## config.mk

```make
export PLATFORM = sky130hd
export DESIGN_NAME = fft_r2_iter
export DESIGN_NICKNAME = d
export VERILOG_FILES = /design/src/rtl/fft_r2_iter.sv
export SDC_FILE = /design/constraint.sdc
export NUM_CORES = 2
export LEC_CHECK = 0
export CAP_MARGIN = 20
export CELL_PAD_IN_SITES_DETAIL_PLACEMENT = 1
export CELL_PAD_IN_SITES_GLOBAL_PLACEMENT = 2
export CORE_MARGIN = 8
export CORE_UTILIZATION = 40
export DETAILED_ROUTE_END_ITERATION = 16
export GPL_TIMING_DRIVEN = 0
export HOLD_SLACK_MARGIN = 0.1
export PLACE_DENSITY = 0.73
export SYNTH_ARGS = -nofsm -noshare
export SYNTH_HDL_FRONTEND = slang
export SYNTH_SLANG_ARGS = --single-unit
```

## constraint.sdc

```tcl
create_clock -name clk -period 16.4 [get_ports clk]
set_clock_uncertainty 0.1 [all_clocks]
set_input_delay 3.28 -clock clk [delete_from_list [all_inputs] [get_ports clk]]
set_output_delay 3.28 -clock clk [all_outputs]
set_load 0.005 [all_outputs]
```

## src/rtl/fft_r2_iter.sv

```systemverilog
// fft_r2_iter: sequential radix-2 decimation-in-time FFT/IFFT engine.
//
// Samples are written in bit-reversed order into an in-place complex register
// array, then log2(N_PTS) stages of N_PTS/2 butterflies run at one butterfly
// per clock. Finally the bins are streamed out in natural order. Every
// butterfly halves its results, so the total scaling is 1/N_PTS in both
// directions.
//
// Ports
//   clk, rst_n          clock, asynchronous active-low reset
//   in_valid/in_ready   input sample handshake (in_ready high only in LOAD)
//   in_re, in_im        time-domain sample, natural order
//   in_inv              0 = FFT, 1 = IFFT, taken with the first sample of a frame
//   out_valid/out_ready output bin handshake (out_valid high only in UNLOAD)
//   out_re, out_im      frequency-domain bin
//   out_idx             index of the bin currently presented
//   out_last            high together with bin N_PTS-1
//   dbg_state           current FSM state (LOAD=0, COMPUTE=1, UNLOAD=2)
//
// Handshake rule for both ports: a transfer happens on a rising clock edge
// where valid and ready are both high. The sender keeps valid and its payload
// stable until that edge. The receiver may change ready freely. Valid never
// depends on ready.
module fft_r2_iter #(
  parameter int N_PTS  = 8,
  parameter int DATA_W = 16,
  parameter int TW_W   = 16
) (
  input  logic                       clk,
  input  logic                       rst_n,
  input  logic                       in_valid,
  output logic                       in_ready,
  input  logic [DATA_W-1:0]          in_re,
  input  logic [DATA_W-1:0]          in_im,
  input  logic                       in_inv,
  output logic                       out_valid,
  input  logic                       out_ready,
  output logic [DATA_W-1:0]          out_re,
  output logic [DATA_W-1:0]          out_im,
  output logic [$clog2(N_PTS)-1:0]   out_idx,
  output logic                       out_last,
  output logic [1:0]                 dbg_state
);

  localparam int LOG_N = $clog2(N_PTS);
  // Product width: DATA_W x (TW_W+1) after twiddle negation, plus one bit
  // for the sum of two products.
  localparam int PW    = DATA_W + TW_W + 2;
  localparam real PI   = 3.14159265358979323846;

  localparam logic [LOG_N-1:0] ONE      = LOG_N'(1);
  localparam logic [LOG_N-1:0] LAST_IDX = LOG_N'(N_PTS - 1);
  localparam logic [LOG_N-1:0] LAST_S   = LOG_N'(LOG_N - 1);

  localparam logic signed [DATA_W+1:0] HALF_HI = {3'b000, {(DATA_W-1){1'b1}}};
  localparam logic signed [DATA_W+1:0] HALF_LO = {3'b111, {(DATA_W-1){1'b0}}};
  localparam logic signed [DATA_W-1:0] D_MAX   = {1'b0, {(DATA_W-1){1'b1}}};
  localparam logic signed [DATA_W-1:0] D_MIN   = {1'b1, {(DATA_W-1){1'b0}}};

  typedef enum logic [1:0] {
    ST_LOAD    = 2'd0,
    ST_COMPUTE = 2'd1,
    ST_UNLOAD  = 2'd2
  } state_t;

  // Quantise a real in [-1, 1] to Q1.(TW_W-1), rounding to nearest.
  // +1.0 is not representable and saturates.
  function automatic logic signed [TW_W-1:0] tw_quant(input real x);
    real scaled;
    int  v;
    int  v_max;
    v_max  = (1 << (TW_W - 1)) - 1;
    scaled = x * (2.0 ** (TW_W - 1));
    v      = $rtoi($floor(scaled + 0.5));
    if (v > v_max) v = v_max;
    if (v < -v_max - 1) v = -v_max - 1;
    return TW_W'(v);
  endfunction

  function automatic logic [LOG_N-1:0] bit_rev(input logic [LOG_N-1:0] v);
    logic [LOG_N-1:0] r;
    for (int i = 0; i < LOG_N; i++) r[i] = v[LOG_N-1-i];
    return r;
  endfunction

  // Floor-halve a DATA_W+2 bit sum. For |W| <= 1 this always fits; the clamp
  // only guards against pathological inputs near full scale on both parts.
  function automatic logic signed [DATA_W-1:0] half_sat(input logic signed [DATA_W+1:0] v);
    logic signed [DATA_W+1:0] h;
    h = v >>> 1;
    if (h > HALF_HI) return D_MAX;
    if (h < HALF_LO) return D_MIN;
    return DATA_W'(h);
  endfunction

  // Twiddle ROM: W^i = cos(2*pi*i/N) - j*sin(2*pi*i/N), i = 0..N/2-1.
  logic signed [TW_W-1:0] rom_re [N_PTS/2];
  logic signed [TW_W-1:0] rom_im [N_PTS/2];

  for (genvar gi = 0; gi < N_PTS / 2; gi++) begin : g_rom
    localparam real ANG = 2.0 * PI * gi / N_PTS;
    assign rom_re[gi] = tw_quant($cos(ANG));
    assign rom_im[gi] = tw_quant(-$sin(ANG));
  end

  // State and counters.
  state_t           state_q, state_d;
  logic [LOG_N-1:0] load_cnt_q, load_cnt_d;
  logic [LOG_N-1:0] stage_q, stage_d;
  logic [LOG_N-1:0] grp_q, grp_d;
  logic [LOG_N-1:0] k_q, k_d;
  logic [LOG_N-1:0] out_idx_q, out_idx_d;
  logic             inv_q, inv_d;

  // In-place sample array; its contents need no reset.
  logic signed [DATA_W-1:0] mem_re_q [N_PTS];
  logic signed [DATA_W-1:0] mem_im_q [N_PTS];

  logic                     load_we;
  logic                     bf_we;
  logic [LOG_N-1:0]         ld_addr;
  logic [LOG_N-1:0]         half_span;
  logic [LOG_N-1:0]         num_grp;
  logic [LOG_N-1:0]         a_idx;
  logic [LOG_N-1:0]         b_idx;
  logic [LOG_N-2:0]         tw_idx;
  logic signed [DATA_W-1:0] a_re, a_im, b_re, b_im;
  logic signed [TW_W-1:0]   w_re, w_im;
  logic signed [PW-1:0]     br_x, bi_x, wr_x, wi_x;
  logic signed [PW-1:0]     p_re, p_im;
  logic signed [DATA_W:0]   t_re, t_im;
  logic signed [DATA_W-1:0] na_re, na_im, nb_re, nb_im;

  // Butterfly addressing and arithmetic.
  always_comb begin
    ld_addr   = bit_rev(load_cnt_q);
    half_span = ONE << stage_q;
    num_grp   = ONE << (LAST_S - stage_q);
    a_idx     = (grp_q << (stage_q + ONE)) + k_q;
    b_idx     = a_idx + half_span;
    // Twiddle exponent k * N / 2^(s+1) = k << (S-1-s).
    tw_idx    = (LOG_N-1)'(k_q << (LAST_S - stage_q));

    a_re = mem_re_q[a_idx];
    a_im = mem_im_q[a_idx];
    b_re = mem_re_q[b_idx];
    b_im = mem_im_q[b_idx];
    w_re = rom_re[tw_idx];
    w_im = rom_im[tw_idx];

    // Conjugating by negating the imaginary part at full width keeps the
    // inverse twiddle exact, including -1.0 -> +1.0.
    br_x = PW'(b_re);
    bi_x = PW'(b_im);
    wr_x = PW'(w_re);
    wi_x = inv_q ? -PW'(w_im) : PW'(w_im);
    p_re = br_x * wr_x - bi_x * wi_x;
    p_im = br_x * wi_x + bi_x * wr_x;

    if (tw_idx == '0) begin
      // W^0 = 1 exactly; the quantised cosine would lose an LSB.
      t_re = (DATA_W+1)'(b_re);
      t_im = (DATA_W+1)'(b_im);
    end else begin
      t_re = (DATA_W+1)'(p_re >>> (TW_W - 1));
      t_im = (DATA_W+1)'(p_im >>> (TW_W - 1));
    end

    na_re = half_sat((DATA_W+2)'(a_re) + (DATA_W+2)'(t_re));
    na_im = half_sat((DATA_W+2)'(a_im) + (DATA_W+2)'(t_im));
    nb_re = half_sat((DATA_W+2)'(a_re) - (DATA_W+2)'(t_re));
    nb_im = half_sat((DATA_W+2)'(a_im) - (DATA_W+2)'(t_im));
  end

  // Next-state and handshake logic.
  always_comb begin
    state_d    = state_q;
    load_cnt_d = load_cnt_q;
    stage_d    = stage_q;
    grp_d      = grp_q;
    k_d        = k_q;
    out_idx_d  = out_idx_q;
    inv_d      = inv_q;
    load_we    = 1'b0;
    bf_we      = 1'b0;
    in_ready   = 1'b0;
    out_valid  = 1'b0;

    case (state_q)
      ST_LOAD: begin
        in_ready = 1'b1;
        if (in_valid) begin
          load_we = 1'b1;
          if (load_cnt_q == '0) inv_d = in_inv;
          if (load_cnt_q == LAST_IDX) begin
            load_cnt_d = '0;
            stage_d    = '0;
            grp_d      = '0;
            k_d        = '0;
            state_d    = ST_COMPUTE;
          end else begin
            load_cnt_d = load_cnt_q + ONE;
          end
        end
      end

      ST_COMPUTE: begin
        bf_we = 1'b1;
        // Nested counters: offset k inside a group, group g inside a stage.
        if (k_q + ONE != half_span) begin
          k_d = k_q + ONE;
        end else begin
          k_d = '0;
          if (grp_q + ONE != num_grp) begin
            grp_d = grp_q + ONE;
          end else begin
            grp_d = '0;
            if (stage_q == LAST_S) begin
              stage_d = '0;
              state_d = ST_UNLOAD;
            end else begin
              stage_d = stage_q + ONE;
            end
          end
        end
      end

      ST_UNLOAD: begin
        out_valid = 1'b1;
        if (out_ready) begin
          if (out_idx_q == LAST_IDX) begin
            out_idx_d = '0;
            state_d   = ST_LOAD;
          end else begin
            out_idx_d = out_idx_q + ONE;
          end
        end
      end

      default: state_d = ST_LOAD;
    endcase
  end

  always_ff @(posedge clk or negedge rst_n) begin
    if (!rst_n) begin
      state_q    <= ST_LOAD;
      load_cnt_q <= '0;
      stage_q    <= '0;
      grp_q      <= '0;
      k_q        <= '0;
      out_idx_q  <= '0;
      inv_q      <= 1'b0;
    end else begin
      state_q    <= state_d;
      load_cnt_q <= load_cnt_d;
      stage_q    <= stage_d;
      grp_q      <= grp_d;
      k_q        <= k_d;
      out_idx_q  <= out_idx_d;
      inv_q      <= inv_d;
    end
  end

  always_ff @(posedge clk) begin
    if (load_we) begin
      mem_re_q[ld_addr] <= in_re;
      mem_im_q[ld_addr] <= in_im;
    end
    if (bf_we) begin
      mem_re_q[a_idx] <= na_re;
      mem_im_q[a_idx] <= na_im;
      mem_re_q[b_idx] <= nb_re;
      mem_im_q[b_idx] <= nb_im;
    end
  end

  // Outputs are forced to zero outside UNLOAD so reset values hold at once.
  assign out_re    = (state_q == ST_UNLOAD) ? mem_re_q[out_idx_q] : '0;
  assign out_im    = (state_q == ST_UNLOAD) ? mem_im_q[out_idx_q] : '0;
  assign out_idx   = out_idx_q;
  assign out_last  = (state_q == ST_UNLOAD) && (out_idx_q == LAST_IDX);
  assign dbg_state = state_q;

endmodule

```

==> qor.log <==
INFO  run_status     run_status=completed
INFO  worst_hold_path worst_hold_path_type=flip-flop to flip-flop
INFO  sta            timing.final.crit_share=97.1%
INFO  sta            setup_viol=0
INFO  cells_and_area layout-area-overhead-vs-synth=12.1%
INFO  cells_and_area finish.cell_count_without_fillers=7489
INFO  synth          ys_types=98
INFO  global_route   grt_pass1_wl=320000um
INFO  sta            final_worst_path_period_need=15920ps
INFO  die            floorplan.die.height=392um
INFO  clock_network  cts_tree=yes
INFO  sta            relSlewSlack=17.5%
INFO  route          drt_iter0_drc=3283
INFO  place          port_buffers=75
INFO  synth          avgSynthCellArea=10.6um^2
INFO  place          routabilityCongestion=0.926
INFO  route          antenna_violating_nets_post_route=0
INFO  worst_setup_path timing.critical_path.slowest_cell_delay=670ps
INFO  route          detail_route.wl_per_cell=29.2um
INFO  die            design.portCount=77
INFO  route          detail_route.vias_per_cell=5.49
INFO  route          drt_pre_antenna_iters=5
INFO  worst_setup_path setup.worst_path.start_class=flip-flop
INFO  global_route   track_usage=28.6%
INFO  die            die-width=392um
INFO  worst_setup_path ff2ff_setup_slack=480ps
INFO  clock_network  clock_latency=570ps
INFO  synth          synth_top_area_share=37.5%
INFO  synth          ys_seq_elements=274
INFO  die            initial_utilization=40.2%
INFO  global_route   first_global_vias=46159
INFO  route          dr_total_vias=41091
INFO  worst_setup_path criticalPathCategory=flip-flop to flip-flop
INFO  worst_setup_path worst_path_max_delay_cell=clkbuf_1
INFO  sta            max_freq=62.8MHz
INFO  die            rows=138
INFO  worst_setup_path worstPathArrival=16200ps
INFO  sta            slew_violations=0
INFO  cells_and_area nets=7058
INFO  clock_network  htree_levels=1
INFO  cells_and_area final_layout_size_suffix_gt1_share=12.1%
INFO  worst_setup_path timing.critical_path.required=16680ps
INFO  worst_setup_path path_common_cell=fa_1
INFO  synth          syn-cell-area=56700um^2
INFO  die            fp.coreArea=141000um^2
INFO  synth          yosys-top-cells-area=fa_1, edfxtp_1, inv_1, ha_1, mux4_2
INFO  worst_setup_path path_delay_family=adder cells
INFO  die            dieArea=154000um^2
INFO  sta            final.hold.worst_slack=471ps
INFO  cells_and_area layout_common_cells=inv_1, fa_1, ha_1, nand2_1
INFO  synth          postSynthCellCount=5364
INFO  run            drv_cap=0
INFO  worst_setup_path crit_fanout=10
INFO  cells_and_area mostFrequentLayoutCell=inv_1
INFO  clock_network  cts.root.buffer_cell=clkbuf_16
INFO  clock_network  cts_buffer_depth=3
INFO  global_route   grt_remaining_overflow=0
INFO  clock_network  cts_buffers=27
INFO  synth          synth_fp_nets=6847
INFO  synth          synthArstFlopShare=6.57%
INFO  synth          synth_edf_count=256
INFO  synth          ys_seq_area_share=14.4%
INFO  synth          yosysTopAreaCell=fa_1
INFO  clock_network  cts_hold_buffers=0
INFO  worst_setup_path endpoint_kind=flip-flop
INFO  global_route   antenna_violations_before_repair=7
INFO  clock_network  cts.sink_count=274
INFO  sta            timing.final.hold_violations=0
INFO  synth          yosys_most_used_dff=edfxtp_1
INFO  global_route   pin_count_of_the_biggest_net_entering_global_routing=19
INFO  place          place_inst=7401
INFO  synth          ys.warnings.count=0
INFO  route          route.detailed.drc=0
INFO  clock_network  clk_pin_slew_worst_paths=70ps
INFO  route          final_wirelength=219000um
INFO  worst_setup_path cp.buffers_inverters=13
INFO  place          hpwl=185000um
INFO  sta            max_slew.worst_pin.slew=1230ps
[what timing repair did]
item | 4_1_cts | 5_1_grt
buffers inserted | 20 | 19
endpoints found under the setup margin | 256 | 256
hold endpoints to repair | 0 | 0
pin swaps | 12 | 17
cloned | 0 | 1
gates resized for setup | 219 | 85
[synth_stat cells, drive strengths merged (13+ instances only)]
| cell | number |
|---|---|
| inv | 1374 |
| fa | 1062 |
| ha | 384 |
| nand2 | 332 |
| nor2 | 268 |
| edfxtp | 256 |
| mux2i | 238 |
| mux4 | 188 |
| a21oi | 178 |
| xnor2 | 157 |
| clkbuf | 142 |
| o21ai | 95 |
| nand2b | 58 |
| buf | 52 |
| a21o | 47 |
| a211oi | 43 |
| xor2 | 43 |
| mux2 | 41 |
| nor3 | 40 |
| and2 | 35 |
| nand3 | 29 |
| or2 | 27 |
| nor2b | 21 |
| o21bai | 19 |
| dfrtp | 18 |
| or3 | 16 |
| o21a | 14 |
| a21boi | 13 |
| a31oi | 13 |
| o22ai | 13 |
[worst reg2reg max path, delay by kind of cell, from the launching register on]
kind	cells	cell delay [ps]
compound gates	12	3060
xor+xnor	2	510
fa+ha+maj	14	6180
buf+inv	13	2540
flops	1	400
mux	2	880
simple gates	11	2060
[state kept, by name (all words and copies together) (netlist names)]
name,count
mem_im_q,128
mem_re_q,128
grp_q,3
k_q,3
load_cnt_q,3
out_idx,3
stage_q,3
dbg_state,2
inv_q,1
[kinds of logic (layout without fill, tap and decap cells)]
logic type | after synthesis | count (layout) | synth area share, %
flip-flops | 274 | 274 | 14.4
AO/OA/AOI/OAI | 525 | 525 | 6.31
AND/OR/NAND/NOR | 865 | 866 | 6.88
adder cells (fa/ha/maj) | 1458 | 1458 | 46.2
XOR/XNOR | 202 | 202 | 3.22
multiplexers | 467 | 467 | 12.5
buffers and inverters | 1572 | 1801 | 10.5
other | 1 | 6 | 0.00662
[cell type report]
class	count	area (um^2)
plain buffers	184	898
fillers	15530	77600
diodes	5	12.5
clock inverters	16	134
multi-input cells	3519	43700
well taps	1890	2360
flip-flops and latches	274	8140
inverters	1378	5180
repair buffers	191	2370
clock buffers	32	694
[stage by stage]
step | cell area [um^2] | util (%) | setup slack, ps | setup TNS [ps]
2_1_floorplan | 56700 | - | 1480 | 0
3_3_place_gp | 59800 | 42.4 | -6470 | -1377120
3_5_place_dp | 61100 | 43.3 | -5120 | -1057380
4_1_cts | 62900 | 44.6 | 7.84 | 0
5_1_grt | 63500 | 45.0 | -4.16 | -6.76
6_report | 63500 | 45.0 | 481 | 0
[final timing paths]
path	start	end	cells after the start
max in group asynchronous	rst_n	k_q[0]$_DFFE_PN0P_	2
worst min register to register	grp_q[0]$_DFFE_PN0P_	grp_q[0]$_DFFE_PN0P_	1
min in group asynchronous	rst_n	stage_q[0]$_DFFE_PN0P_	1
worst min-delay path	grp_q[0]$_DFFE_PN0P_	grp_q[0]$_DFFE_PN0P_	1
worst max-delay path	stage_q[0]$_DFFE_PN0P_	mem_re_q[4][12]$_DFFE_PP_	54
worst max register to register	stage_q[0]$_DFFE_PN0P_	mem_re_q[4][12]$_DFFE_PP_	54
[routing by layer]
metal  global-route usage, %  wire (um)  vias up
met5                       0         22        -
met2                    48.8     107000     1407
met3                    3.97      13100      436
met4                    12.6      12200        4
li1                        -          -    17410
met1                    36.3      87000    21834
Power is not shown: default switching activity piles up to over one toggle a cycle in this logic, so the estimate is an artifact.
